File: config.mk
export PLATFORM = sky130hd
export DESIGN_NAME = i2c_slave_mem_flat
export DESIGN_NICKNAME = d
export VERILOG_FILES = /design/src/rtl/i2c_slave_mem_if.sv /design/src/rtl/i2c_slave_mem.sv /design/src/flat_wrapper.sv
export SDC_FILE = /design/constraint.sdc
export NUM_CORES = 1
export LEC_CHECK = 0
export BUFFER_PORTS_ARGS = -buffer_cell sky130_fd_sc_hd__buf_2
export CORE_MARGIN = 5
export CORE_UTILIZATION = 35
export DETAILED_ROUTE_END_ITERATION = 10
export PLACE_DENSITY = 0.48
export SLEW_MARGIN = 20
export SYNTH_ARGS = -nofsm -noshare
export SYNTH_HDL_FRONTEND = slang
export SYNTH_SLANG_ARGS = --single-unit
File: constraint.sdc
create_clock -name clk8x -period 8.4 [get_ports clk8x]
set_input_delay 1.68 -clock clk8x [delete_from_list [all_inputs] [get_ports clk8x]]
set_output_delay 1.68 -clock clk8x [all_outputs]
set_load 0.02 [all_outputs]
File: src/rtl/i2c_slave_mem_if.sv
// rtl/i2c_slave_mem_if.sv - open-drain I2C bus signals seen by the slave memory
interface i2c_slave_mem_if;
  logic scl_in;
  logic sda_in;
  logic sda_oe;

  modport slave (
    input  scl_in,
    input  sda_in,
    output sda_oe
  );

  modport master (
    output scl_in,
    output sda_in,
    input  sda_oe
  );
endinterface

File: src/rtl/i2c_slave_mem.sv
// rtl/i2c_slave_mem.sv - I2C slave target fronting a 64 x 8 register memory
module i2c_slave_mem #(
  parameter logic [6:0] DEV_ADDR = 7'h01,
  parameter int         MEM_AW   = 6
) (
  input  logic              clk8x,
  input  logic              reset,
  i2c_slave_mem_if.slave    bus,
  output logic              busy,
  output logic [3:0]        state,
  output logic              wr_strobe,
  input  logic [MEM_AW-1:0] dbg_addr,
  output logic [7:0]        dbg_data
);
  localparam int DEPTH = 1 << MEM_AW;

  typedef enum logic [3:0] {
    ST_IDLE      = 4'd0,
    ST_DEV_ADDR  = 4'd1,
    ST_DEV_ACK   = 4'd2,
    ST_MEM_ADDR  = 4'd3,
    ST_MEM_ACK   = 4'd4,
    ST_WR_DATA   = 4'd5,
    ST_WR_ACK    = 4'd6,
    ST_RD_DATA   = 4'd7,
    ST_RD_ACK    = 4'd8,
    ST_WAIT_STOP = 4'd9
  } state_t;

  logic scl_s1_q, scl_s2_q, scl_h_q;
  logic sda_s1_q, sda_s2_q, sda_h_q;

  state_t            state_q;
  logic [3:0]        bit_cnt_q;
  logic [7:0]        shift_q;
  logic              rw_q;
  logic [MEM_AW-1:0] ptr_q;
  logic              sda_oe_q;
  logic              busy_q;
  logic              wr_strobe_q;
  logic [7:0]        mem_q [DEPTH];

  logic scl_rise, scl_fall, start_det, stop_det;
  logic [7:0] rx_byte;

  // Two-flop synchronisers plus a history flop; idle bus level is high
  always_ff @(posedge clk8x) begin
    if (reset) begin
      scl_s1_q <= 1'b1;
      scl_s2_q <= 1'b1;
      scl_h_q  <= 1'b1;
      sda_s1_q <= 1'b1;
      sda_s2_q <= 1'b1;
      sda_h_q  <= 1'b1;
    end else begin
      scl_s1_q <= bus.scl_in;
      scl_s2_q <= scl_s1_q;
      scl_h_q  <= scl_s2_q;
      sda_s1_q <= bus.sda_in;
      sda_s2_q <= sda_s1_q;
      sda_h_q  <= sda_s2_q;
    end
  end

  assign scl_rise  = scl_s2_q & ~scl_h_q;
  assign scl_fall  = ~scl_s2_q & scl_h_q;
  assign start_det = scl_s2_q & sda_h_q & ~sda_s2_q;
  assign stop_det  = scl_s2_q & ~sda_h_q & sda_s2_q;
  // Byte as it will look once the bit sampled on this rise is shifted in
  assign rx_byte   = {shift_q[6:0], sda_s2_q};

  // Protocol FSM with registered SDA drive, busy flag, write strobe and memory
  always_ff @(posedge clk8x) begin
    if (reset) begin
      state_q     <= ST_IDLE;
      bit_cnt_q   <= 4'd0;
      shift_q     <= 8'h00;
      rw_q        <= 1'b0;
      ptr_q       <= '0;
      sda_oe_q    <= 1'b0;
      busy_q      <= 1'b0;
      wr_strobe_q <= 1'b0;
      for (int i = 0; i < DEPTH; i++) mem_q[i] <= 8'h00;
    end else begin
      wr_strobe_q <= 1'b0;
      if (stop_det) begin
        state_q   <= ST_IDLE;
        sda_oe_q  <= 1'b0;
        busy_q    <= 1'b0;
        bit_cnt_q <= 4'd0;
      end else if (start_det) begin
        state_q   <= ST_DEV_ADDR;
        sda_oe_q  <= 1'b0;
        busy_q    <= 1'b1;
        bit_cnt_q <= 4'd0;
      end else begin
        case (state_q)
          ST_IDLE: begin
            busy_q <= 1'b0;
          end
          ST_DEV_ADDR: begin
            if (scl_rise) begin
              shift_q <= rx_byte;
              if (bit_cnt_q == 4'd7) begin
                bit_cnt_q <= 4'd0;
                if (rx_byte[7:1] == DEV_ADDR) begin
                  rw_q    <= rx_byte[0];
                  state_q <= ST_DEV_ACK;
                end else begin
                  state_q <= ST_WAIT_STOP;
                end
              end else begin
                bit_cnt_q <= bit_cnt_q + 4'd1;
              end
            end
          end
          // Ack states: first fall starts the ACK, second fall ends it
          ST_DEV_ACK: begin
            if (scl_fall) begin
              if (!sda_oe_q) begin
                sda_oe_q <= 1'b1;
              end else begin
                sda_oe_q <= 1'b0;
                state_q  <= ST_MEM_ADDR;
              end
            end
          end
          ST_MEM_ADDR: begin
            if (scl_rise) begin
              shift_q <= rx_byte;
              if (bit_cnt_q == 4'd7) begin
                bit_cnt_q <= 4'd0;
                ptr_q     <= rx_byte[MEM_AW-1:0];
                state_q   <= ST_MEM_ACK;
              end else begin
                bit_cnt_q <= bit_cnt_q + 4'd1;
              end
            end
          end
          ST_MEM_ACK: begin
            if (scl_fall) begin
              if (!sda_oe_q) begin
                sda_oe_q <= 1'b1;
              end else if (rw_q) begin
                shift_q   <= mem_q[ptr_q];
                sda_oe_q  <= ~mem_q[ptr_q][7];
                bit_cnt_q <= 4'd0;
                state_q   <= ST_RD_DATA;
              end else begin
                sda_oe_q <= 1'b0;
                state_q  <= ST_WR_DATA;
              end
            end
          end
          ST_WR_DATA: begin
            if (scl_rise) begin
              shift_q <= rx_byte;
              if (bit_cnt_q == 4'd7) begin
                bit_cnt_q    <= 4'd0;
                mem_q[ptr_q] <= rx_byte;
                wr_strobe_q  <= 1'b1;
                ptr_q        <= ptr_q + 1'b1;
                state_q      <= ST_WR_ACK;
              end else begin
                bit_cnt_q <= bit_cnt_q + 4'd1;
              end
            end
          end
          ST_WR_ACK: begin
            if (scl_fall) begin
              if (!sda_oe_q) begin
                sda_oe_q <= 1'b1;
              end else begin
                sda_oe_q <= 1'b0;
                state_q  <= ST_WR_DATA;
              end
            end
          end
          // MSB is already on the bus at entry; each fall presents the next bit
          ST_RD_DATA: begin
            if (scl_rise) begin
              bit_cnt_q <= bit_cnt_q + 4'd1;
              if (bit_cnt_q == 4'd7) ptr_q <= ptr_q + 1'b1;
            end else if (scl_fall) begin
              if (bit_cnt_q == 4'd8) begin
                sda_oe_q  <= 1'b0;
                bit_cnt_q <= 4'd0;
                state_q   <= ST_RD_ACK;
              end else if (bit_cnt_q != 4'd0) begin
                sda_oe_q <= ~shift_q[6];
                shift_q  <= {shift_q[6:0], 1'b0};
              end
            end
          end
          ST_RD_ACK: begin
            if (scl_rise) begin
              if (sda_s2_q) state_q <= ST_WAIT_STOP;
              else          bit_cnt_q <= 4'd1;
            end else if (scl_fall && bit_cnt_q == 4'd1) begin
              shift_q   <= mem_q[ptr_q];
              sda_oe_q  <= ~mem_q[ptr_q][7];
              bit_cnt_q <= 4'd0;
              state_q   <= ST_RD_DATA;
            end
          end
          ST_WAIT_STOP: begin
            sda_oe_q <= 1'b0;
          end
          default: begin
            state_q  <= ST_IDLE;
            sda_oe_q <= 1'b0;
            busy_q   <= 1'b0;
          end
        endcase
      end
    end
  end

  assign bus.sda_oe = sda_oe_q;
  assign busy       = busy_q;
  assign state      = state_q;
  assign wr_strobe  = wr_strobe_q;
  assign dbg_data   = mem_q[dbg_addr];
endmodule

File: src/flat_wrapper.sv
// flat-port wrapper written by rule: the top's interface ports become plain ports
module i2c_slave_mem_flat 
#(
  parameter logic [6:0] DEV_ADDR = 7'h01,
  parameter int         MEM_AW   = 6
)
  (clk8x, reset, busy, state, wr_strobe, dbg_addr, dbg_data, bus_scl_in, bus_sda_in, bus_sda_oe);
  i2c_slave_mem_if bus_i ();
  input  logic clk8x;
  input  logic reset;
  output logic busy;
  output logic [3:0] state;
  output logic wr_strobe;
  input  logic [MEM_AW-1:0] dbg_addr;
  output logic [7:0] dbg_data;
  input wire logic [$bits(bus_i.scl_in)-1:0] bus_scl_in;
  input wire logic [$bits(bus_i.sda_in)-1:0] bus_sda_in;
  output wire logic [$bits(bus_i.sda_oe)-1:0] bus_sda_oe;
  assign bus_i.scl_in = bus_scl_in;
  assign bus_i.sda_in = bus_sda_in;
  assign bus_sda_oe = bus_i.sda_oe;
  i2c_slave_mem #(.DEV_ADDR(DEV_ADDR), .MEM_AW(MEM_AW)) u_core (.clk8x(clk8x), .reset(reset), .bus(bus_i), .busy(busy), .state(state), .wr_strobe(wr_strobe), .dbg_addr(dbg_addr), .dbg_data(dbg_data));
endmodule
== Word level (Yosys, flattened, before mapping) ==
Memories as Yosys holds them, arrays and structs flattened. A register that Yosys moved wholly into a read port is not among the register bits.
Index checks and enable logic that the tools add are counted.

* Output and inout port bits: 15
* Register bits after elaboration: 31
* Memories kept: 1
* Bits in read-only memories: 0
* Latch bits: 0
* Bits in writable memories: 512

{| class="wikitable"
|+ Memories
! memory !! words !! width !! rd ports !! clocked after memory_dff !! wr ports !! RTL line !! text
|-
| u_core.mem_q || 64 || 8 || 2 || 1 || 64 || i2c_slave_mem.sv:41 || <nowiki>logic [7:0] mem_q [DEPTH];</nowiki>
|}

* Div/mod/pow operators: 0
* Muxes and demuxes: 78
* $mul: 0
* Reductions and logical operators: 21
* Eq/ne operators: 62
* Bitwise logic cells: 16
* Shift-type cells: 0
* Magnitude comparators: 0
* Add/sub/neg operators: 2

{| class="wikitable"
|+ Operators by type and width
! operator !! number
|-
| 4-bit two-way mux || 30
|-
| 7-bit two-way mux || 10
|-
| 3-bit by 1-bit inequality test with 1-bit output (second input constant) || 18
|-
| 2-bit by 1-bit inequality test with 1-bit output (second input constant) || 23
|-
| 6-bit two-way mux || 7
|-
| 4-bit case mux with 9 select lines || 1
|-
| 18-bit AND reduction || 2
|-
| 7-bit case mux with 4 select lines || 1
|-
| 1-bit two-way mux || 24
|-
| 4-bit by 3-bit == test with 1-bit output (second input constant) || 5
|-
| 4-bit case mux with 4 select lines || 1
|-
| 13-bit AND reduction || 1
|-
| 4-bit == test (second input constant) || 3
|-
| 6-bit case mux with 2 select lines || 1
|-
| 1-bit NOT || 10
|-
| 9-bit AND reduction || 1
|-
| 9-bit OR reduction || 1
|-
| 4-bit by 1-bit == test with 1-bit output (second input constant) || 2
|-
| 4-bit by 2-bit == test with 1-bit output (second input constant) || 2
|-
| 8-bit two-way mux || 1
|-
| 8-bit AND reduction || 1
|-
| 4-bit nonzero test || 2
|-
| 2-bit OR reduction || 4
|-
| 8-bit OR reduction || 1
|-
| 18 further kinds || 27
|}

== Logic depth before layout (Yosys ltp) ==
Gate-level depths: netlist (run 1).

* Depth in word-level cells: 10
* Gate-level depth with buffers: 10
* Gate-level depth less buffers: 8

== Least setup slack after synthesis (run 1) ==
Ideal clock, no wire load.

* Kind: in2out
* From: in dbg_addr[1]
* To: out dbg_data[0]
* Setup slack: 3.029 ns
* Data arrival time: 3.691 ns
* Path buffers: 2
* Stages on the path: 5
* Path through: clkbuf_1 buf_1 mux4_2 mux4_2 mux4_2

* Longest elaborated chain between the ends: 1

{| class="wikitable"
|+ Ends and longest elaborated chain
! element !! RTL line !! text
|-
| start: declaration || flat_wrapper.sv:14 || <nowiki>input logic [MEM_AW-1:0] dbg_addr;</nowiki>
|-
| memory 64 x 8 bit || n/a ||
|-
| end: declaration || flat_wrapper.sv:15 || <nowiki>output logic [7:0] dbg_data;</nowiki>
|}

No other way between the ends.

== Worst setup path after layout (run 1) ==
* From: in dbg_addr[0]
* To: out dbg_data[2]

Same word-level chain as after synthesis.

==> metrics.md, run 1 <==
| Metric | Value |
|---|---|
| Arrival time of the worst setup path | `~4600 ps` |
| Utilization of the core after routing | `39.3%` |
| Biggest area contributors in the synthesized netlist | `edfxtp_1, mux4_2, and2_1` |
| Total routing resource utilization after global routing | `between 20 and 25%` |
| Startpoint of the worst-slack reg-to-reg timing path | `u_core.sda_s2_q` |
| Seq. cell area | `16100 µm²` |
| TritonRoute pass-1 iters | `5` |
| Critical path required time | `6720 ps` |
| Residual overflow from global routing | `0` |
| End point of the critical path | `dbg_data[2]` |
| Synth Area per Inst | `14.8 µm²` |
| Met1 Usage GRT | `33.7%` |
| Starting density of the core | `35.4%` |
| Ranking of synthesized cells by instance count | `and2_1, edfxtp_1, mux4_2, clkbuf_1, nor2_1` |
| Met2 Track Usage GR | `33.5%` |
| First-pass GRT wire length | `144 mm` |
| Gate count of the mapped netlist | `2008` |
| Largest driver fanout on the critical path | `56` |
| Post-route cell area | `33000 µm²` |
| Yosys warning count | `0` |
| Via density per instance | `~6` |
| Power per unit of standard cell area | `194 nW/µm²` |
| Clock insertion delay at the later pin of the skew report | `around 640 ps` |
| Number of max-slew violations in the final report | `0` |
| Post-cts sizing count | `0` |
| Number of buffers between clock root and the deepest sink | `3` |
| Finish-stage setup viols | `0` |
| Share of flip-flops with an asynchronous set or reset | `0%` |
| Final routed wirelength across all metal layers | `slightly above 100 mm` |
| Die H | `301 µm` |
| Netlist area before placement | `29700 µm²` |
| Number of distinct library cells after synthesis | `61` |
| Nets in the synthesized netlist | `2022` |
| Cell at the root of the clock tree | `clkbuf_16` |
| R2R Path End | `u_core.mem_q[57][4]` |
| Area Overhead vs Synth | `11.1%` |
| Footprint of the multi-input gates | `12800 µm²` |
| Number of sinks driven by the clock tree | `549` |
| Unrepaired setup endpoints after global routing | `no` |
| Worst hold path type | `flip-flop to flip-flop` |
| TritonCTS clock tree | `built` |
| Sequential area share after synthesis | `54.2%` |
| Start point of the critical path | `dbg_addr[0]` |
| Path depth of the worst reg2reg path | `7` |
| Via count of the first global-routing pass | `18005` |
| Ports placed on the boundary | `25` |
| Die area | `90900 µm²` |
| Outcome | `finished clean` |
| Detailed-route via count | `18918` |
| Input/output buffers | `24` |
| Post-Place Cell Area | `31000 µm²` |
| Count of buffers added by post-CTS timing repair for setup | `0` |
| Half-perimeter wire length after placement | `69.4 mm` |
| Site row count | `106` |
| IR drop worst, VDD | `0.000153 V` |
| CTS H-tree depth | `2` |
| Worst slew pin tran | `1180 ps` |
| Kind of launch point of the worst setup path | `input pin` |
| Number of remaining DRC errors | `0` |
| Most frequent cell after synthesis | `and2_1` |
| Number of flops mapped to enable cells by yosys | `just over 500` |
| Met3 routing resource usage after global routing | `3.90%` |
| Worst setup skew after layout | `28.2 ps` |
| Cts bufs inserted | `61` |
| Routability congestion estimate from global placement | `0.885` |
| Core footprint | `84000 µm²` |
| Top cell type by total area after synthesis | `edfxtp_1` |
| Ratio of cells with drive above 1 in the final layout | `25.4%` |
| Average detailed-routed wire length per instance | `32.3 µm` |
| FF+latch count, synth | `between 500 and 600` |
| Static power due to leakage | `roughly 0.011 µW` |
| Setup slack on the worst flop-to-flop path | `between 4000 and 5000 ps` |
| Number of hold buffers added after cts | `0` |
| Critical path start-end classification | `input pin to primary output` |
| Pin count of the biggest net entering global routing | `110` |
| Filler Cells Inserted | `7648` |
| Prevailing post-synth register cell | `edfxtp_1` |
| Final hold violations | `0` |
| Die Wd | `between 300 and 400 µm` |
| Maximum clock frequency | `~160 MHz` |
| Min cycle time layout | `6300 ps` |
| Final worst-path cycle share | `74.9%` |
| Number of nets with antenna violations after routing | `0` |
| Synth top area share | `roughly half` |
| Initial DRC Count | `roughly 2500` |
| Initial antenna violation count | `3` |
| Clock edge transition at the registers on the reported setup and hold paths | `around 60 ps` |
| Final sum of negative setup slack | `0 ps` |
| Worst setup EP type | `primary output` |
| Relative slew slack | `~21%` |
| Max-cap violations | `0` |
| Post-route worst hold slack | `between 400 and 500 ps` |
| Min-Delay Startpoint | `u_core.sda_s1_q` |
| Most used routing layer in global routing | `met1` |
| Final #Nets | `1991` |
-- worst max-delay path, stage by stage --
cell and delay (ps):
buf_8 430, buf_12 390, mux4_2 570, mux4_2 570, mux4_2 590, buf_2 200
-- registers in the layout, indices dropped and copies added, names as in the netlist, 4 cells and up, named ones only --
signal            count
u_core.shift_q        7
u_core.bit_cnt_q      4
u_core.state          4
u_core.ptr_q          6
u_core.mem_q        512
-- stage by stage --
stage / instances / power [µW] / setup slack (ps)
global placement: 3047 / 3760 / 2140
global route: 3162 / 6570 / 1970
CTS: 3162 / 6430 / 2090
detailed placement: 3048 / 3760 / 2090
finish: 3165 / 6390 / 2100
floorplan: 2008 / 3520 / 3030
-- routing by layer --
metal,vias to the layer above,wire length [µm]
met5,-,0
met4,0,2850
met3,144,8950
met2,1032,45600
met1,10030,44900
li1,7712,-
-- layout by cell type, fill, tap and decap left out, types with 22 or more instances in the layout --
master | Yosys | layout
o21ai_1 | 2 | 29
clkbuf_16 | 0 | 63
dfxtp_1 | 37 | 26
buf_4 | 14 | 64
o21ai_0 | 85 | 56
edfxtp_1 | 512 | 512
mux4_2 | 304 | 304
nand2_1 | 42 | 42
buf_2 | 40 | 22
nor2_1 | 87 | 87
mux2i_1 | 41 | 41
and2_1 | 515 | 515
-- cell families after synthesis --
group           Yosys count  synth area share [%]
buf+inv                 194                  2.84
simple gates            734                  14.5
flops                   549                  54.2
xor+xnor                  3                0.0884
compound gates          174                  3.65
mux                     350                  24.6
fa+ha+maj                 4                 0.168
-- final cells by class --
| cell class | instances | share of cell area (%) |
|---|---|---|
| Inverter | 9 | 0.102 |
| Timing Repair Buffer | 91 | 2.05 |
| Clock inverter | 35 | 0.909 |
| Tap cell | 1134 | 4.30 |
| Clock buffer | 79 | 5.08 |
| Sequential cell | 549 | 48.9 |
| Antenna cell | 3 | 0.0227 |
| Multi-Input combinational cell | 1265 | 38.7 |
-- where the power goes --
part | leakage (µW) | total (µW) | switching [µW] | internal, µW
clock | 0.000962 | 2680 | 1130 | 1550
sequential | 0.00516 | 3240 | 128 | 3120
combinational | 0.00453 | 468 | 244 | 224
-- worst min path at each step --
stage	end	slack [ps]	depth (start not counted)
after floorplan	u_core.scl_s2_q	390	1
after CTS	u_core.sda_s2_q	410	1
after detailed placement	u_core.sda_s2_q	400	1
after global routing	u_core.scl_s2_q	440	1
final	u_core.sda_s2_q	410	1
after global placement	u_core.sda_s2_q	400	1
Power figures use the tool's default switching activity.
==> inputs of run 2 (changes only) <==
ABC_AREA = 1   (was unset)
clock period = 6.1 ns   (was 8.4 ns; I/O delays follow)
==> run 2 against run 1 <==
Compared with the run above:
- hold slack got worse by 4.9 ps
- non-clock buffer count fell by 11
- clock power rose by 53%
- routed wire length rose by 14%
- sequential power rose by 35%
- first-iteration DRC count rose by 28%
- highest routed layer is now met5
- setup slack got worse by 1100 ps
==> metrics.md, run 2 <==
| Metric | Value |
|---|---|
| TritonRoute pass-1 iters | `6` |
| Worst setup skew after layout | `19.6 ps` |
| Core footprint | `85400 µm²` |
| Pin count of the biggest net entering global routing | `125` |
| Cts bufs inserted | `67` |
| Relative slew slack | `19.2%` |
| R2R Path End | `u_core.mem_q[55][5]` |
| Yosys warning count | `0` |
| Die area | `92400 µm²` |
| Worst slew pin tran | `1210 ps` |
| Max-cap violations | `0` |
| First-pass GRT wire length | `171 mm` |
| Routability congestion estimate from global placement | `0.867` |
| Worst setup EP type | `primary output` |
| Ratio of cells with drive above 1 in the final layout | `8.07%` |
| Power per unit of standard cell area | `280 nW/µm²` |
| Min cycle time layout | `between 5000 and 6000 ps` |
| Critical path start-end classification | `input pin to primary output` |
| Ranking of synthesized cells by instance count | `nor2_1, nand2_1, edfxtp_1, nand3_1, o21ai_0` |
| Most common library cell in the layout ignoring fill and taps | `nor2_1` |
| Detailed-route via count | `26918` |
| Unrepaired setup endpoints after global routing | `no` |
| Final hold violations | `0` |
| Site row count | `107` |
| Clock insertion delay at the later pin of the skew report | `610 ps` |
| Sequential area share after synthesis | `a little over half` |
| Worst hold path type | `flip-flop to flip-flop` |
| Arrival time of the worst setup path | `slightly below 4000 ps` |
| Via count of the first global-routing pass | `around 25000` |
| Maximum clock frequency | `197 MHz` |
| Clock edge transition at the registers on the reported setup and hold paths | `50 ps` |
| Finish-stage setup viols | `0` |
| Die Wd | `304 µm` |
| Via density per instance | `5.65` |
| Biggest area contributors in the synthesized netlist | `edfxtp_1, nor2_1, nand2_1` |
| Most frequent cell after synthesis | `nor2_1` |
| Initial DRC Count | `3183` |
| CTS H-tree depth | `3` |
| Area Overhead vs Synth | `10.5%` |
| Synth Area per Inst | `8.16 µm²` |
| Number of buffers between clock root and the deepest sink | `3` |
| Min-Delay Startpoint | `u_core.scl_s1_q` |
| Start point of the critical path | `dbg_addr[0]` |
| Half-perimeter wire length after placement | `72.5 mm` |
| Footprint of the multi-input gates | `12600 µm²` |
| Critical path required time | `about 5000 ps` |
| Hold Path Cell Cnt | `1` |
| Outcome | `finished clean` |
| Die H | `304 µm` |
| Cell at the root of the clock tree | `clkbuf_16` |
| Synth top area share | `roughly 50%` |
| TritonCTS clock tree | `built` |
| Final sum of negative setup slack | `0 ps` |
| Final Instance Count excl. Fillers | `between 4000 and 5000` |
| Static power due to leakage | `roughly 0.013 µW` |
| Number of sinks driven by the clock tree | `549` |
| Startpoint of the worst-slack reg-to-reg timing path | `u_core.sda_s2_q` |
| Number of max-slew violations in the final report | `0` |
| Number of flops mapped to enable cells by yosys | `between 500 and 600` |
| Number of remaining DRC errors | `0` |
| Path depth of the worst reg2reg path | `9` |
| Final routed wirelength across all metal layers | `between 100 and 150 mm` |
| Gate count of the mapped netlist | `3708` |
| Number of nets with antenna violations after routing | `0` |
| Post-cts sizing count | `0` |
| Ports placed on the boundary | `25` |
| Worst min-delay path endpoint | `u_core.scl_s2_q` |
| Kind of launch point of the worst setup path | `input pin` |
| Biggest registers after layout | `u_core.mem_q x512, u_core.shift_q x7, u_core.ptr_q x6` |
| Count of buffers added by post-CTS timing repair for setup | `0` |
| Number of distinct library cells after synthesis | `39` |
| Placed cell count | `4644` |
| Starting density of the core | `35.4%` |
| Total routing resource utilization after global routing | `24.1%` |
| Number of hold buffers added after cts | `0` |
| Netlist area before placement | `30300 µm²` |
| Seq. cell area | `16100 µm²` |
| Nets in the synthesized netlist | `about 3700` |
| Share of flip-flops with an asynchronous set or reset | `0%` |
| Flip-flop count of the largest register, all copies and words added | `roughly 510` |
| Top cell type by total area after synthesis | `edfxtp_1` |
| Filler Cells Inserted | `8751` |
| IR drop worst, VDD | `about 0.00017 V` |
| Final worst-path cycle share | `about 83%` |
| Register with the most flip-flops | `u_core.mem_q` |
| Setup slack on the worst flop-to-flop path | `approximately 2000 ps` |
| Largest driver fanout on the critical path | `62` |
| Residual overflow from global routing | `0` |
| Final #Nets | `3583` |
| Input/output buffers | `24` |
| Commonest cells after routing, fill and taps aside | `nor2_1, nand2_1, edfxtp_1, nand3_1, o21ai_0` |
| FF+latch count, synth | `549` |
| Number of antenna diodes | `0` |
| Average detailed-routed wire length per instance | `24.4 µm` |
| Prevailing post-synth register cell | `edfxtp_1` |
| Initial antenna violation count | `3` |
-- run 2: cell count changes after synthesis, sizes merged, moves of 286 or more --
cell,delta
nor2,+751
nand2,+808
nand3,+448
and2,-514
o21ai,+286
mux4,-304
-- run 2: stage by stage --
step                      worst slack, ps  utilization (%)  power, µW  hold WS, ps  instance area (µm²)
after global placement               1010             36.6       5330          392                31200
after global routing                  912             39.2       9680          425                33400
after CTS                             987             39.2       9420          407                33400
after detailed placement             1010             36.6       5330          393                31200
final                                1010             39.2       9380          405                33400
after floorplan                      2280                -       4950          389                30300
-- run 2: worst max-delay path, stage by stage --
cell      delay, ps
clkbuf_8        390
buf_4           620
o21ai_0         200
o22ai_1         190
o21ai_0          90
o21ai_0         540
o211ai_1        210
nand2_1         170
buf_2           180
-- run 2: cell families after synthesis --
| kind of cell | count (synthesis) | share of synthesized area (%) |
|---|---|---|
| buffers and inverters | 384 | 4.98 |
| xor gates and xnor gates | 1 | 0.0290 |
| and+or+nand+nor | 2184 | 31.0 |
| adders and majority gates | 4 | 0.165 |
| DFF | 549 | 53.3 |
| AOI/OAI and AO/OA | 586 | 10.5 |
-- run 2: cell type report --
type / instances / area share (%)
flip-flops and latches: 549 / 48.2
multi-input cells: 2775 / 37.8
clock buffers: 89 / 5.54
well taps: 1144 / 4.28
repair buffers: 80 / 1.99
inverters: 96 / 1.15
clock inverters: 31 / 1.06
-- run 2: how the worst max path moves through the flow --
stage,endpoint,slack (ps),cells after the start
floorplan,dbg_data[6],2280,9
global placement,dbg_data[1],1010,9
detailed placement,dbg_data[1],1010,9
CTS,dbg_data[1],990,9
global route,dbg_data[1],910,9
finish,dbg_data[5],1010,9
-- run 2: power breakdown --
part           internal, µW  switching (µW)  leakage [µW]
clock network          2470            1640       0.00108
registers              4250             107       0.00549
logic                   221             683       0.00596
total                  6950            2430        0.0125
-- run 2: per-layer routing --
layer	wire [µm]	share of wire, %	track usage, %
met1	50500	43	34.3
met2	53200	46	38.5
met3	8470	7.3	3.10
met4	4030	3.5	8.03
met5	27	0.023	0
